### src/rtl/audio_mixer_if.sv
`default_nettype none
// +----------------------------------------------------------------------+
// | audio_mixer_if                                                       |
// | Sample/control bundle between audio sources and the stereo mixer.    |
// | Revision: 1.0                                                        |
// +----------------------------------------------------------------------+
interface audio_mixer_if #(
    parameter int NUM_CHANNELS = 4,
    parameter int IN_WIDTH     = 16,
    parameter int OUT_WIDTH    = 16,
    parameter int GAIN_WIDTH   = 8
);
    logic                               sample_strobe_i;
    logic [NUM_CHANNELS*IN_WIDTH-1:0]   chan_l_i;
    logic [NUM_CHANNELS*IN_WIDTH-1:0]   chan_r_i;
    logic [NUM_CHANNELS*GAIN_WIDTH-1:0] gain_i;
    logic [NUM_CHANNELS-1:0]            mute_i;
    logic                               clear_flags_i;
    logic [OUT_WIDTH-1:0]               audio_l_o;
    logic [OUT_WIDTH-1:0]               audio_r_o;
    logic                               valid_o;
    logic                               busy_o;
    logic                               clip_l_o;
    logic                               clip_r_o;
    logic                               overrun_o;

    modport master (
        output sample_strobe_i, chan_l_i, chan_r_i, gain_i, mute_i, clear_flags_i,
        input  audio_l_o, audio_r_o, valid_o, busy_o, clip_l_o, clip_r_o, overrun_o
    );

    modport slave (
        input  sample_strobe_i, chan_l_i, chan_r_i, gain_i, mute_i, clear_flags_i,
        output audio_l_o, audio_r_o, valid_o, busy_o, clip_l_o, clip_r_o, overrun_o
    );
endinterface
`default_nettype wire

### src/rtl/audio_mixer.sv
`default_nettype none
// +----------------------------------------------------------------------+
// | audio_mixer                                                          |
// | N-channel stereo mixer: per-channel gain/mute, one MAC per side,     |
// | saturated output, sticky clip/overrun flags.                         |
// | Revision: 1.0                                                        |
// +----------------------------------------------------------------------+
module audio_mixer #(
    parameter int NUM_CHANNELS = 4,
    parameter int IN_WIDTH     = 16,
    parameter int OUT_WIDTH    = 16,
    parameter int GAIN_WIDTH   = 8,
    parameter int IN_SIGNED    = 0,
    parameter int OUT_SIGNED   = 0
) (
    input  logic         clk,
    input  logic         reset,
    audio_mixer_if.slave bus
);

    localparam int c_log_n = (NUM_CHANNELS > 1) ? $clog2(NUM_CHANNELS) : 0;
    localparam int c_idx_w = (NUM_CHANNELS > 1) ? $clog2(NUM_CHANNELS) : 1;
    localparam int c_acc_w = IN_WIDTH + GAIN_WIDTH + c_log_n + 1;
    localparam int c_shl   = OUT_WIDTH - IN_WIDTH;
    localparam int c_t_w   = c_acc_w + c_shl;

    localparam logic [c_idx_w-1:0]       c_last_idx = c_idx_w'(NUM_CHANNELS - 1);
    localparam logic [OUT_WIDTH-1:0]     c_out_zero =
        (OUT_SIGNED != 0) ? '0 : {1'b1, {(OUT_WIDTH-1){1'b0}}};
    localparam logic signed [c_t_w-1:0]  c_t_max =
        {{(c_t_w-OUT_WIDTH+1){1'b0}}, {(OUT_WIDTH-1){1'b1}}};
    localparam logic signed [c_t_w-1:0]  c_t_min =
        {{(c_t_w-OUT_WIDTH+1){1'b1}}, {(OUT_WIDTH-1){1'b0}}};

    typedef enum logic [1:0] {
        ST_IDLE  = 2'd0,
        ST_ACCUM = 2'd1,
        ST_SAT   = 2'd2,
        ST_DONE  = 2'd3
    } state_t;

    state_t r_state;
    state_t w_state_nxt;

    logic [NUM_CHANNELS*IN_WIDTH-1:0]   r_chan_l;
    logic [NUM_CHANNELS*IN_WIDTH-1:0]   r_chan_r;
    logic [NUM_CHANNELS*GAIN_WIDTH-1:0] r_gain;
    logic [NUM_CHANNELS-1:0]            r_mute;
    logic [c_idx_w-1:0]                 r_idx;
    logic signed [c_acc_w-1:0]          r_acc_l;
    logic signed [c_acc_w-1:0]          r_acc_r;
    logic [OUT_WIDTH-1:0]               r_audio_l;
    logic [OUT_WIDTH-1:0]               r_audio_r;
    logic                               r_clip_l;
    logic                               r_clip_r;
    logic                               r_overrun;

    logic signed [c_acc_w-1:0]          w_p_l;
    logic signed [c_acc_w-1:0]          w_p_r;
    logic [OUT_WIDTH:0]                 w_sat_l;
    logic [OUT_WIDTH:0]                 w_sat_r;

    // Signed sample times unsigned gain, arithmetic shift so unity gain is a no-op.
    function automatic logic signed [c_acc_w-1:0] scale(
        input logic [IN_WIDTH-1:0]   samp,
        input logic [GAIN_WIDTH-1:0] gain
    );
        logic [IN_WIDTH-1:0]       s2;
        logic signed [c_acc_w-1:0] se;
        logic signed [c_acc_w-1:0] ge;
        logic signed [c_acc_w-1:0] prod;
        s2 = samp;
        if (IN_SIGNED == 0) s2[IN_WIDTH-1] = ~s2[IN_WIDTH-1];
        se   = c_acc_w'($signed(s2));
        ge   = $signed({{(c_acc_w-GAIN_WIDTH){1'b0}}, gain});
        prod = se * ge;
        return prod >>> (GAIN_WIDTH - 1);
    endfunction

    // Returns {clipped, encoded output}.
    function automatic logic [OUT_WIDTH:0] sat_enc(input logic signed [c_acc_w-1:0] acc);
        logic signed [c_t_w-1:0] t;
        logic [OUT_WIDTH-1:0]    o;
        logic                    clip;
        t    = c_t_w'(acc) <<< c_shl;
        clip = 1'b1;
        if (t > c_t_max) begin
            o = c_t_max[OUT_WIDTH-1:0];
        end else if (t < c_t_min) begin
            o = c_t_min[OUT_WIDTH-1:0];
        end else begin
            o    = t[OUT_WIDTH-1:0];
            clip = 1'b0;
        end
        if (OUT_SIGNED == 0) o[OUT_WIDTH-1] = ~o[OUT_WIDTH-1];
        return {clip, o};
    endfunction

    always_comb begin
        w_p_l = '0;
        w_p_r = '0;
        if (!r_mute[r_idx]) begin
            w_p_l = scale(r_chan_l[r_idx*IN_WIDTH +: IN_WIDTH], r_gain[r_idx*GAIN_WIDTH +: GAIN_WIDTH]);
            w_p_r = scale(r_chan_r[r_idx*IN_WIDTH +: IN_WIDTH], r_gain[r_idx*GAIN_WIDTH +: GAIN_WIDTH]);
        end
        w_sat_l = sat_enc(r_acc_l);
        w_sat_r = sat_enc(r_acc_r);
    end

    always_ff @(posedge clk or posedge reset) begin
        if (reset) r_state <= ST_IDLE;
        else       r_state <= w_state_nxt;
    end

    always_comb begin
        w_state_nxt = r_state;
        case (r_state)
            ST_IDLE:  if (bus.sample_strobe_i) w_state_nxt = ST_ACCUM;
            ST_ACCUM: if (r_idx == c_last_idx) w_state_nxt = ST_SAT;
            ST_SAT:   w_state_nxt = ST_DONE;
            ST_DONE:  w_state_nxt = ST_IDLE;
            default:  w_state_nxt = ST_IDLE;
        endcase
    end

    always_ff @(posedge clk or posedge reset) begin
        if (reset) begin
            r_chan_l  <= '0;
            r_chan_r  <= '0;
            r_gain    <= '0;
            r_mute    <= '0;
            r_idx     <= '0;
            r_acc_l   <= '0;
            r_acc_r   <= '0;
            r_audio_l <= c_out_zero;
            r_audio_r <= c_out_zero;
        end else begin
            case (r_state)
                ST_IDLE: begin
                    if (bus.sample_strobe_i) begin
                        r_chan_l <= bus.chan_l_i;
                        r_chan_r <= bus.chan_r_i;
                        r_gain   <= bus.gain_i;
                        r_mute   <= bus.mute_i;
                        r_idx    <= '0;
                        r_acc_l  <= '0;
                        r_acc_r  <= '0;
                    end
                end
                ST_ACCUM: begin
                    r_acc_l <= r_acc_l + w_p_l;
                    r_acc_r <= r_acc_r + w_p_r;
                    r_idx   <= r_idx + 1'b1;
                end
                ST_SAT: begin
                    r_audio_l <= w_sat_l[OUT_WIDTH-1:0];
                    r_audio_r <= w_sat_r[OUT_WIDTH-1:0];
                end
                default: ;
            endcase
        end
    end

    // Sticky flags: a new event in the same cycle as a clear keeps the flag set.
    always_ff @(posedge clk or posedge reset) begin
        if (reset) begin
            r_clip_l  <= 1'b0;
            r_clip_r  <= 1'b0;
            r_overrun <= 1'b0;
        end else begin
            if (r_state == ST_SAT && w_sat_l[OUT_WIDTH])      r_clip_l <= 1'b1;
            else if (bus.clear_flags_i)                       r_clip_l <= 1'b0;
            if (r_state == ST_SAT && w_sat_r[OUT_WIDTH])      r_clip_r <= 1'b1;
            else if (bus.clear_flags_i)                       r_clip_r <= 1'b0;
            if (bus.sample_strobe_i && r_state != ST_IDLE)    r_overrun <= 1'b1;
            else if (bus.clear_flags_i)                       r_overrun <= 1'b0;
        end
    end

    assign bus.audio_l_o = r_audio_l;
    assign bus.audio_r_o = r_audio_r;
    assign bus.valid_o   = (r_state == ST_DONE);
    assign bus.busy_o    = (r_state != ST_IDLE);
    assign bus.clip_l_o  = r_clip_l;
    assign bus.clip_r_o  = r_clip_r;
    assign bus.overrun_o = r_overrun;

endmodule
`default_nettype wire

### src/flat_wrapper.sv
// flat-port wrapper written by rule: the top's interface ports become plain ports
module audio_mixer_flat 
#(
    parameter int NUM_CHANNELS = 4,
    parameter int IN_WIDTH     = 16,
    parameter int OUT_WIDTH    = 16,
    parameter int GAIN_WIDTH   = 8,
    parameter int IN_SIGNED    = 0,
    parameter int OUT_SIGNED   = 0
)
  (clk, reset, bus_sample_strobe_i, bus_chan_l_i, bus_chan_r_i, bus_gain_i, bus_mute_i, bus_clear_flags_i, bus_audio_l_o, bus_audio_r_o, bus_valid_o, bus_busy_o, bus_clip_l_o, bus_clip_r_o, bus_overrun_o);
  audio_mixer_if #(.NUM_CHANNELS(NUM_CHANNELS), .IN_WIDTH(IN_WIDTH), .OUT_WIDTH(OUT_WIDTH), .GAIN_WIDTH(GAIN_WIDTH)) bus_i ();
  input  logic clk;
  input  logic reset;
  input wire logic [$bits(bus_i.sample_strobe_i)-1:0] bus_sample_strobe_i;
  input wire logic [$bits(bus_i.chan_l_i)-1:0] bus_chan_l_i;
  input wire logic [$bits(bus_i.chan_r_i)-1:0] bus_chan_r_i;
  input wire logic [$bits(bus_i.gain_i)-1:0] bus_gain_i;
  input wire logic [$bits(bus_i.mute_i)-1:0] bus_mute_i;
  input wire logic [$bits(bus_i.clear_flags_i)-1:0] bus_clear_flags_i;
  output wire logic [$bits(bus_i.audio_l_o)-1:0] bus_audio_l_o;
  output wire logic [$bits(bus_i.audio_r_o)-1:0] bus_audio_r_o;
  output wire logic [$bits(bus_i.valid_o)-1:0] bus_valid_o;
  output wire logic [$bits(bus_i.busy_o)-1:0] bus_busy_o;
  output wire logic [$bits(bus_i.clip_l_o)-1:0] bus_clip_l_o;
  output wire logic [$bits(bus_i.clip_r_o)-1:0] bus_clip_r_o;
  output wire logic [$bits(bus_i.overrun_o)-1:0] bus_overrun_o;
  assign bus_i.sample_strobe_i = bus_sample_strobe_i;
  assign bus_i.chan_l_i = bus_chan_l_i;
  assign bus_i.chan_r_i = bus_chan_r_i;
  assign bus_i.gain_i = bus_gain_i;
  assign bus_i.mute_i = bus_mute_i;
  assign bus_i.clear_flags_i = bus_clear_flags_i;
  assign bus_audio_l_o = bus_i.audio_l_o;
  assign bus_audio_r_o = bus_i.audio_r_o;
  assign bus_valid_o = bus_i.valid_o;
  assign bus_busy_o = bus_i.busy_o;
  assign bus_clip_l_o = bus_i.clip_l_o;
  assign bus_clip_r_o = bus_i.clip_r_o;
  assign bus_overrun_o = bus_i.overrun_o;
  audio_mixer #(.NUM_CHANNELS(NUM_CHANNELS), .IN_WIDTH(IN_WIDTH), .OUT_WIDTH(OUT_WIDTH), .GAIN_WIDTH(GAIN_WIDTH), .IN_SIGNED(IN_SIGNED), .OUT_SIGNED(OUT_SIGNED)) u_core (.clk(clk), .reset(reset), .bus(bus_i));
endmodule
### config.mk
export PLATFORM = sky130hd
export DESIGN_NAME = audio_mixer_flat
export DESIGN_NICKNAME = d
export VERILOG_FILES = /design/src/rtl/audio_mixer_if.sv /design/src/rtl/audio_mixer.sv /design/src/flat_wrapper.sv
export SDC_FILE = /design/constraint.sdc
export NUM_CORES = 1
export LEC_CHECK = 0
export BUFFER_PORTS_ARGS = -buffer_cell sky130_fd_sc_hd__buf_2
export CAP_MARGIN = 10
export CORE_MARGIN = 4
export CORE_UTILIZATION = 63
export CTS_BUF_LIST = sky130_fd_sc_hd__clkbuf_2 sky130_fd_sc_hd__clkbuf_4 sky130_fd_sc_hd__clkbuf_8
export DETAILED_ROUTE_END_ITERATION = 10
export PLACE_DENSITY = 0.92
export SLEW_MARGIN = 20
export SYNTH_ARGS = -nofsm -noshare
export SYNTH_HDL_FRONTEND = slang
export SYNTH_SLANG_ARGS = --single-unit
export TNS_END_PERCENT = 20
### constraint.sdc
create_clock -name clk -period 11.2 [get_ports clk]
set_input_delay 1.68 -clock clk [delete_from_list [all_inputs] [get_ports clk]]
set_output_delay 1.68 -clock clk [all_outputs]
set_load 0.05 [all_outputs]
==> results of run 1 <==
-- critical path: cells and delay by family, from the launching register on --
family          cells  cell delay, ns
compound gates     12            3.05
flops               1            0.90
xor+xnor            1            0.14
fa+ha+maj           6            2.81
mux                 1            0.71
simple gates        5            1.02
buf+inv             4            0.60
-- routing by layer --
metal  up-vias  GRT usage, %  part of all wire, %
met5         -             0                    0
met4         0          9.10                  2.9
met3       143          5.94                  8.5
met2       744          48.8                   48
met1      8434          40.0                   41
li1       7787             -                    -
-- Yosys cell counts, types with 6 or more instances --
| library cell | n |
|---|---|
| inv_1 | 333 |
| dfrtp_1 | 255 |
| nand2_1 | 205 |
| fa_1 | 204 |
| mux2_2 | 188 |
| nor2_1 | 160 |
| ha_1 | 142 |
| o21ai_0 | 106 |
| clkbuf_1 | 77 |
| a21oi_1 | 47 |
| and2_1 | 43 |
| xnor2_1 | 37 |
| a21o_1 | 35 |
| o211ai_1 | 35 |
| o21a_1 | 33 |
| nor3_1 | 30 |
| xor2_1 | 29 |
| mux2i_1 | 28 |
| nor2b_1 | 23 |
| nand3_1 | 22 |
| mux4_2 | 18 |
| o21ai_1 | 18 |
| a211oi_1 | 17 |
| o21bai_1 | 15 |
| nand4_1 | 13 |
| a31oi_1 | 11 |
| or3_1 | 11 |
| a22o_1 | 8 |
| and3_1 | 8 |
| o31ai_1 | 8 |
| nand2b_1 | 7 |
| a32o_1 | 6 |
| buf_1 | 6 |
-- cell families after synthesis --
| family | after synthesis | share of synthesized area [%] |
|---|---|---|
| adder cells (fa/ha/maj) | 346 | 26.4 |
| multiplexers | 237 | 12.9 |
| flip-flops | 257 | 29.0 |
| AND/OR/NAND/NOR | 544 | 11.1 |
| AO/OA/AOI/OAI | 369 | 10.8 |
| buffers and inverters | 421 | 7.22 |
| XOR/XNOR | 66 | 2.60 |
-- worst max-delay path by stage --
stage,end,slack [ns]
final,u_core.r_acc_l[23],1.79
after global routing,u_core.r_acc_r[19],1.06
after CTS,u_core.r_acc_l[23],1.90
after detailed placement,u_core.r_acc_l[23],1.96
after global placement,u_core.r_acc_l[23],2.11
after floorplan,u_core.r_acc_l[23],2.37
-- cell usage in the layout, fill, tap and decap left out, drive strengths merged, types with 4 or more instances in the layout --
| cell type | count |
|---|---|
| a21o | 35 |
| nor2 | 160 |
| nand3 | 24 |
| clkbuf | 63 |
| o31ai | 10 |
| and2 | 43 |
| nor3 | 31 |
| a211oi | 17 |
| a21oi | 48 |
| o211ai | 35 |
| or2 | 5 |
| o21bai | 15 |
| buf | 219 |
| ha | 142 |
| or3 | 11 |
| mux2i | 28 |
| nor4 | 5 |
| nor2b | 23 |
| fa | 204 |
| a31oi | 11 |
| a22o | 8 |
| dfrtp | 255 |
| o21ai | 124 |
| nand2 | 206 |
| clkinv | 10 |
| and3 | 8 |
| mux2 | 189 |
| a21boi | 4 |
| a32o | 6 |
| o21a | 33 |
| xor2 | 29 |
| inv | 335 |
| nand2b | 7 |
| nand4 | 13 |
| xnor2 | 37 |
| mux4 | 20 |
-- metrics by stage --
step	utilization [%]	instances	setup WS [ns]	hold slack, ns
6_report	70.9	2903	1.79	0.475
3_5_place_dp	68.2	2826	1.96	0.467
3_3_place_gp	68.2	2826	2.11	0.460
2_1_floorplan	-	2240	2.37	0.470
4_1_cts	70.9	2903	1.90	0.480
5_1_grt	70.9	2903	1.06	0.503
-- layout make-up --
type	count	area (um^2)	share of cell area, %
clock buffers	63	817	3.33
clock inverters	14	128	0.520
inverters	333	1260	5.12
multi-input cells	1562	14200	57.8
flip-flops and latches	257	6440	26.2
well taps	455	569	2.32
repair buffers	219	1140	4.65
-- state kept, by name, summed over array words and instances (netlist names), 2 cells and up --
name                  count
u_core.bus.audio_r_o     16
u_core.bus.audio_l_o     16
u_core.r_chan_r          64
u_core.r_chan_l          64
u_core.r_idx              2
u_core.r_mute             4
u_core.r_acc_r           27
u_core.r_state            2
u_core.r_gain            32
u_core.r_acc_l           27
==> metrics.md, run 1 <==
| Metric | Value |
|---|---|
| Outcome | `completed` |
| Cell mode on critical path | `fa_1` |
| Clock Path Buffers | `3` |
| Die Footprint | `0.0383 mm^2` |
| CP Launch Point | `u_core.r_idx[1]` |
| GPL Wtd Cong | `0.928` |
| Nets@finish | `a little under 3000` |
| Largest net degree at the start of global routing | `between 100 and 150` |
| Top cell type's share of synthesized area | `roughly 29%` |
| Final Hold Viols | `0` |
| Setup TNS | `0 ns` |
| Row count | `68` |
| Vias in the first global route | `18290` |
| DP Area | `around 0.024 mm^2` |
| Share of cells above drive strength 1 | `between 20% and 30%` |
| Critical path class | `reg2reg` |
| Synth Flop Type | `dfrtp_1` |
| Syn-to-layout area delta | `10.6%` |
| First-pass GRT wire length | `93000 um` |
| Routed Antenna Nets | `0` |
| Mean Syn Cell Area | `about 9.9 um^2` |
| GR Overflow Total | `0` |
| Area leader, netlist | `dfrtp_1` |
| Critical path launch point type | `flip-flop` |
| Clock root cell | `clkbuf_8` |
| CTS tree | `built` |
| Slowest CP cell | `dfrtp_4` |
| Worst-path clk slew | `roughly 0.070 ns` |
| Max Freq | `between 100 and 150 MHz` |
| Ys async rst share | `100%` |
| Die span in y | `between 150 and 200 um` |
| Total track usage | `roughly 30%` |
| Mapped Cells | `2240` |
| Htree depth | `2` |
| Syn Nets | `around 2800` |
| Crit-path max cell delay | `0.90 ns` |
| PortBufs | `a little over 200` |
| Setup Buffers After CTS | `0` |
| Hold crit path type | `reg2reg` |
| Relative slew slack | `around a third` |
| Drt pass-1 iters | `5` |
| Die width | `slightly below 200 um` |
| Final Max Tran Viols | `0` |
| Minimum clock period | `9.41 ns` |
| DRC violations left | `0` |
| CTS Buf Count | `between 40 and 50` |
| Synth unique cells | `70` |
| Ant. Diodes | `0` |
| R2R cell count | `29` |
| Core area | `0.0346 mm^2` |
| Seq/Total Area, Yosys | `approximately 29%` |
| Cts repair resizes | `0` |
| Max-cap violations | `0` |
| Routed WL per cell | `19.3 um` |
| Filler cell count | `2355` |
| 1st-iter DRT viols | `approximately 1200` |
| Yosys warns | `0` |
| Synth top area cells | `dfrtp_1 (29%), fa_1 (18%), mux2_2 (9.5%)` |
| Initial antenna violation count | `0` |
| FF-to-FF Start | `u_core.r_idx[1]` |
| Reg2reg setup slack | `1.79 ns` |
| Worst slew pin tran | `1.00 ns` |
| Hold path depth | `2` |
| Vias post-DR | `approximately 17000` |
| Skew-Pair Late Insertion Delay | `0.59 ns` |
| Setup crit end kind | `flip-flop` |
| Ports | `about 210` |
| Vias/cell | `roughly 5.9` |
| RSZ-0062 raised after global routing | `no` |
| Post-synth EDFFs | `0` |
| Hpwl dp | `~42000 um` |
| Clk sinks | `257` |
| CP Data Required Time | `11.64 ns` |
| Worst endpoint data arrival time | `a little under 10 ns` |
| Post-Route WL | `~56000 um` |
| Seq cells post-synth | `257` |
| Worst-path fanout max | `between 40 and 50` |
| Reg2reg end | `u_core.r_acc_l[23]` |
| Tcrit/Tclk final | `between 80% and 90%` |
| Critical hold path startpoint | `u_core.bus.audio_r_o[15]` |
| WHS Endpoint | `u_core.bus.audio_r_o[15]` |
| Synth Cell Area | `between 0.02 and 0.025 mm^2` |
| Final instance area | `roughly 0.025 mm^2` |
| Clock Skew | `0.0461 ns` |
| Final setup fails | `0` |
| Initial Util | `between 60 and 70%` |
| Hold Buf Count CTS | `0` |
Power of run 1 is not shown: default switching activity piles up to over one toggle a cycle in this logic, so the estimate is an artifact.
==> run 2, diff against run 1 <==
==> constraint.sdc (replaced) <==
create_clock -name clk -period 9.19 [get_ports clk]
set_input_delay 1.3785 -clock clk [delete_from_list [all_inputs] [get_ports clk]]
set_output_delay 1.3785 -clock clk [all_outputs]
set_load 0.05 [all_outputs]
==> metrics.md, run 2 (synthesized netlist as in run 1, its figures left out) <==
| Metric | Value |
|---|---|
| CTS tree | `built` |
| Drt pass-1 iters | `8 (+3)` |
| Hold crit path type | `reg2reg` |
| PortBufs | `204 (unchanged)` |
| Worst setup margin | `0.454 ns (-1.34 ns)` |
| Most frequent cells in the layout | `inv_1 (332), dfrtp_1 (253), nand2_1 (204), fa_1 (204), buf_2 (204)` |
| Relative slew slack | `26.4% (-6.4 points)` |
| Largest regs | `u_core.r_chan_l (64), u_core.r_chan_r (64), u_core.r_gain (32)` |
| Final setup fails | `0 (unchanged)` |
| Largest net degree at the start of global routing | `115 (+11%)` |
| Share of cells above drive strength 1 | `22.3% (+0.59 points)` |
| Setup WS pre-CTS | `0.226 ns (-1.74 ns)` |
| Max Freq | `114 MHz (+7.7%)` |
| Routed WL per cell | `20.0 um (+3.4%)` |
| Final Max Tran Viols | `0 (unchanged)` |
| Hpwl dp | `42200 um (+1.1%)` |
| CTS Buf Count | `44 (+4.8%)` |
| Minimum clock period | `8.74 ns (-0.671 ns)` |
| Clock Skew | `0.0322 ns (-0.0139 ns)` |
| Tcrit/Tclk final | `95.1% (+11 points)` |
| Final Hold Viols | `0 (unchanged)` |
| Commonest non-fill, non-tap cell in the layout | `inv_1` |
| Total track usage | `30.3% (+0.75 points)` |
| Die width | `196 um (unchanged)` |
| Routed Antenna Nets | `0 (unchanged)` |
| Die span in y | `196 um (unchanged)` |
| GPL Wtd Cong | `0.911 (-1.9%)` |
| Setup crit end kind | `flip-flop` |
| Slowest CP cell | `dfrtp_4` |
| Worst slew pin tran | `1.10 ns (+0.102 ns)` |
| Outcome | `completed` |
| Max-cap violations | `0 (unchanged)` |
| Htree depth | `2 (unchanged)` |
| First-pass GRT wire length | `94700 um (+1.8%)` |
| Critical path launch point type | `flip-flop` |
| Row count | `68 (unchanged)` |
| Core area | `0.0346 mm^2 (unchanged)` |
| CP Data Required Time | `9.71 ns (-1.93 ns)` |
| Reg area | `0.00644 mm^2 (unchanged)` |
| Vias in the first global route | `18608 (+1.7%)` |
| Crit-path max cell delay | `0.60 ns (-0.30 ns)` |
| Ant. Diodes | `0 (unchanged)` |
| Hold Buf Count CTS | `0 (unchanged)` |
| Ports | `205 (unchanged)` |
| Area occupied by multi-input gates | `0.0142 mm^2 (+0.16%)` |
| Clk sinks | `257 (unchanged)` |
| Nets@finish | `2943 (+0.48%)` |
| Vias post-DR | `17328 (+1.3%)` |
| GR Overflow Total | `0 (unchanged)` |
| 1st-iter DRT viols | `1388 (+13%)` |
| Clock root cell | `clkbuf_8` |
| Syn-to-layout area delta | `11.3%` |
| Worst-path fanout max | `30 (-36%)` |
| Worst-path clk slew | `0.06 ns (about the same)` |
| DRC violations left | `0 (unchanged)` |
| Vias/cell | `5.94 (+0.87%)` |
| Clock Path Buffers | `3 (unchanged)` |
| Initial antenna violation count | `0 (unchanged)` |
| Post-Route WL | `58200 um (+3.8%)` |
| Die Footprint | `0.0383 mm^2 (unchanged)` |
| Filler cell count | `2256 (-4.2%)` |
| Worst endpoint data arrival time | `9.25 ns (-0.60 ns)` |
| Initial Util | `64.1% (unchanged)` |
| Skew-Pair Late Insertion Delay | `0.62 ns (+0.03 ns)` |
| Critical path class | `reg2reg` |
[run 2: path summary, 6_finish.rpt]
kind / startpoint / to / slack (ns) / cells past startpoint
worst min register to register: u_core.bus.audio_r_o[15] / u_core.bus.audio_r_o[15] / 0.48 / 2
max in group asynchronous: reset / u_core.r_idx[1] / 6.86 / 3
worst min-delay path: u_core.bus.audio_r_o[15] / u_core.bus.audio_r_o[15] / 0.48 / 2
min in group asynchronous: reset / u_core.bus.audio_l_o[1] / 0.89 / 2
worst max register to register: u_core.r_idx[1] / u_core.r_acc_r[26] / 0.45 / 31
worst max-delay path: u_core.r_idx[1] / u_core.r_acc_r[26] / 0.45 / 31
[run 2: what timing repair did]
action	CTS	global route
endpoints found under the hold margin	0	0
buffers inserted	0	2
gates resized for setup	0	9
endpoints found under the setup margin	0	14
[run 2: layout make-up]
class | instances | share of cell area, %
tap | 455 | 2.30
clock inverter | 11 | 0.486
timing repair buffer | 231 | 5.13
multi-input combinational | 1562 | 57.6
inverter | 333 | 5.09
sequential | 257 | 26.1
clock buffer | 66 | 3.35
[run 2: worst max-delay path, delay by kind of cell (launching register included)]
family | cells | cell delay, ns
AOI/OAI and AO/OA | 13 | 3.35
adders and majority gates | 6 | 2.79
and+or+nand+nor | 6 | 0.90
DFF | 1 | 0.60
buffers and inverters | 4 | 0.41
muxes | 1 | 0.38
xor gates and xnor gates | 1 | 0.16
[run 2: through the flow]
stage	std cells	setup TNS, ns	area [um^2]	hold slack, ns	utilization (%)
final	2915	0	24700	0.484	71.4
after global routing	2915	-0.00304	24700	0.497	71.4
after detailed placement	2836	0	23700	0.477	68.4
after global placement	2836	0	23700	0.458	68.4
after CTS	2913	0	24600	0.486	71.2
after floorplan	2240	0	22200	0.470	-
[run 2: per-layer routing]
metal / vias up / routed length [um] / GRT usage, %
met3: 161 / 4910 / 6.08
met4: 0 / 1860 / 10.6
met1: 8498 / 23300 / 39.9
li1: 7811 / - / -
met5: - / 0 / 0
met2: 858 / 28200 / 50.6
Power of run 2 is left out for the same reason.
==> run 3, diff against run 2 <==
--- a/config.mk
+++ b/config.mk
@@ -5,13 +5,13 @@
 export SDC_FILE = /design/constraint.sdc
 export NUM_CORES = 1
 export LEC_CHECK = 0
-export BUFFER_PORTS_ARGS = -buffer_cell sky130_fd_sc_hd__buf_2
 export CAP_MARGIN = 10
 export CORE_MARGIN = 4
-export CORE_UTILIZATION = 63
+export CORE_UTILIZATION = 65
 export CTS_BUF_LIST = sky130_fd_sc_hd__clkbuf_2 sky130_fd_sc_hd__clkbuf_4 sky130_fd_sc_hd__clkbuf_8
 export DETAILED_ROUTE_END_ITERATION = 10
-export PLACE_DENSITY = 0.92
+export DONT_BUFFER_PORTS = 1
+export PLACE_DENSITY = 0.89
 export SLEW_MARGIN = 20
 export SYNTH_ARGS = -nofsm -noshare
 export SYNTH_HDL_FRONTEND = slang
==> metrics.md, run 3 (synthesized netlist as in run 1, its figures left out) <==
| Metric | Value |
|---|---|
| Outcome | `completed` |
| First-pass GRT wire length | `89300 um (-5.7%)` |
| R2R cell count | `32 (+3.2%)` |
| GR Overflow Total | `0 (unchanged)` |
| CTS tree | `built` |
| Hpwl dp | `41100 um (-2.6%)` |
| CP Data Required Time | `9.71 ns (about the same)` |
| Worst slew pin tran | `1.10 ns (-0.00309 ns)` |
| Hold Buf Count CTS | `0 (unchanged)` |
| Routed WL per cell | `20.3 um (+1.9%)` |
| Die span in y | `193 um (-1.5%)` |
| Slowest CP cell | `dfrtp_4` |
| Die Footprint | `0.0372 mm^2 (-3.0%)` |
| Final Max Tran Viols | `0 (unchanged)` |
| DRC violations left | `0 (unchanged)` |
| Clock Skew | `0.0531 ns (+0.0208 ns)` |
| Htree depth | `2 (unchanged)` |
| Most frequent cells in the layout | `inv_1 (332), dfrtp_1 (253), nand2_1 (204), fa_1 (204), mux2_2 (188)` |
| PortBufs | `0 (-100%)` |
| Worst setup margin | `0.325 ns (-0.129 ns)` |
| Syn-to-layout area delta | `6.85%` |
| Critical path launch point type | `flip-flop` |
| Skew-Pair Late Insertion Delay | `0.64 ns (+0.02 ns)` |
| Buf+Inv Stages, Crit Path | `3 (-1)` |
| 1st-iter DRT viols | `1336 (-3.7%)` |
| Initial Util | `66.1% (+1.9 points)` |
| Vias in the first global route | `17563 (-5.6%)` |
| Worst-path fanout max | `21 (-30%)` |
| Final Hold Viols | `0 (unchanged)` |
| Total track usage | `30.3% (about the same)` |
| Die width | `193 um (-1.5%)` |
| Clock root cell | `clkbuf_8` |
| Initial antenna violation count | `11 (+11)` |
| Hold crit path type | `reg2reg` |
| Setup crit end kind | `flip-flop` |
| Core area | `0.0336 mm^2 (-2.9%)` |
| Worst path depth | `32 (+3.2%)` |
| Non-Filler Instances | `2710 (-7.0%)` |
| Area occupied by multi-input gates | `0.0142 mm^2 (about the same)` |
| Crit-path max cell delay | `0.68 ns (+0.08 ns)` |
| Worst endpoint data arrival time | `9.38 ns (+0.13 ns)` |
| Worst-path clk slew | `0.07 ns (about the same)` |
| Drt pass-1 iters | `6 (-2)` |
| Row count | `67 (-1.5%)` |
| Minimum clock period | `8.86 ns (+0.129 ns)` |
| Filler cell count | `2213 (-1.9%)` |
| Share of cells above drive strength 1 | `15.3% (-7.0 points)` |
| Inst Count DP | `2628 (-7.3%)` |
| Delay-heaviest family, CP | `compound AO/OA/AOI/OAI gates` |
| Largest net degree at the start of global routing | `155 (+35%)` |
| Setup WS pre-CTS | `0.221 ns (-0.00504 ns)` |
| Max-cap violations | `0 (unchanged)` |
| Relative slew slack | `26.7% (+0.21 points)` |
| Routed Antenna Nets | `0 (unchanged)` |
| Ports | `205 (unchanged)` |
| Commonest non-fill, non-tap cell in the layout | `inv_1` |
| CTS Buf Count | `44 (unchanged)` |
| Reg area | `0.00644 mm^2 (unchanged)` |
| Nets@finish | `2742 (-6.8%)` |
| Hold path depth | `1 (-1)` |
| Clk sinks | `257 (unchanged)` |
| Vias post-DR | `16562 (-4.4%)` |
| Critical path class | `reg2reg` |
| Max Freq | `113 MHz (-1.5%)` |
| Hold Slack | `0.505 ns (+0.0207 ns)` |
| Vias/cell | `6.11 (+2.8%)` |
| Clock Path Buffers | `3 (unchanged)` |
| Post-Route WL | `55100 um (-5.3%)` |
| Tcrit/Tclk final | `96.5% (+1.4 points)` |
| GPL Wtd Cong | `0.919 (+0.87%)` |
| Final setup fails | `0 (unchanged)` |
| Largest regs | `u_core.r_chan_l (64), u_core.r_chan_r (64), u_core.r_gain (32)` |
## run 3: cell type report
type	count	share of cell area, %
well taps	448	2.36
flip-flops and latches	257	27.1
repair buffers	30	1.13
clock buffers	64	3.37
inverters	333	5.30
multi-input cells	1562	60.0
clock inverters	13	0.691
diodes	3	0.0316
## run 3: final timing paths
kind / startpoint / end / slack [ns]
max: u_core.r_idx[1] / u_core.r_acc_r[26] / 0.33
max reg2reg: u_core.r_idx[1] / u_core.r_acc_r[26] / 0.33
max in group asynchronous: reset / u_core.r_idx[1] / 7.12
min reg2reg: u_core.r_chan_r[60] / u_core.r_chan_r[60] / 0.50
min: u_core.r_chan_r[60] / u_core.r_chan_r[60] / 0.50
min in group asynchronous: reset / u_core.r_state[0] / 0.76
## run 3: worst reg2reg max path, delay by kind of cell, from the launching register on
kind	cells	cell delay, ns
adder cells (fa/ha/maj)	6	2.70
XOR/XNOR	1	0.16
AO/OA/AOI/OAI	15	3.71
multiplexers	1	0.42
AND/OR/NAND/NOR	6	0.72
flip-flops	1	0.68
buffers and inverters	3	0.36
## run 3: layer usage
| metal | vias to the layer above | GRT usage [%] | part of all wire (%) | wire, um |
|---|---|---|---|---|
| li1 | 7421 | - | - | - |
| met1 | 8114 | 39.4 | 40 | 21900 |
| met2 | 831 | 49.2 | 47 | 25800 |
| met3 | 178 | 8.05 | 9.6 | 5290 |
| met4 | 18 | 11.2 | 3.6 | 1980 |
| met5 | - | 0 | 0.21 | 114 |
## run 3: stage by stage
stage                     TNS (ns)  util [%]  area [um^2]
after floorplan                  0         -        22200
after global placement           0      67.5        22700
after detailed placement         0      67.5        22700
after CTS                        0      70.4        23700
after global routing      -0.00346      70.6        23700
final                            0      70.6        23700
## run 3: timing repair
item | CTS | global route
setup endpoints to repair | 0 | 14
setup buffers | 0 | 2
gates resized for setup | 0 | 8
Power of run 3 is left out for the same reason.
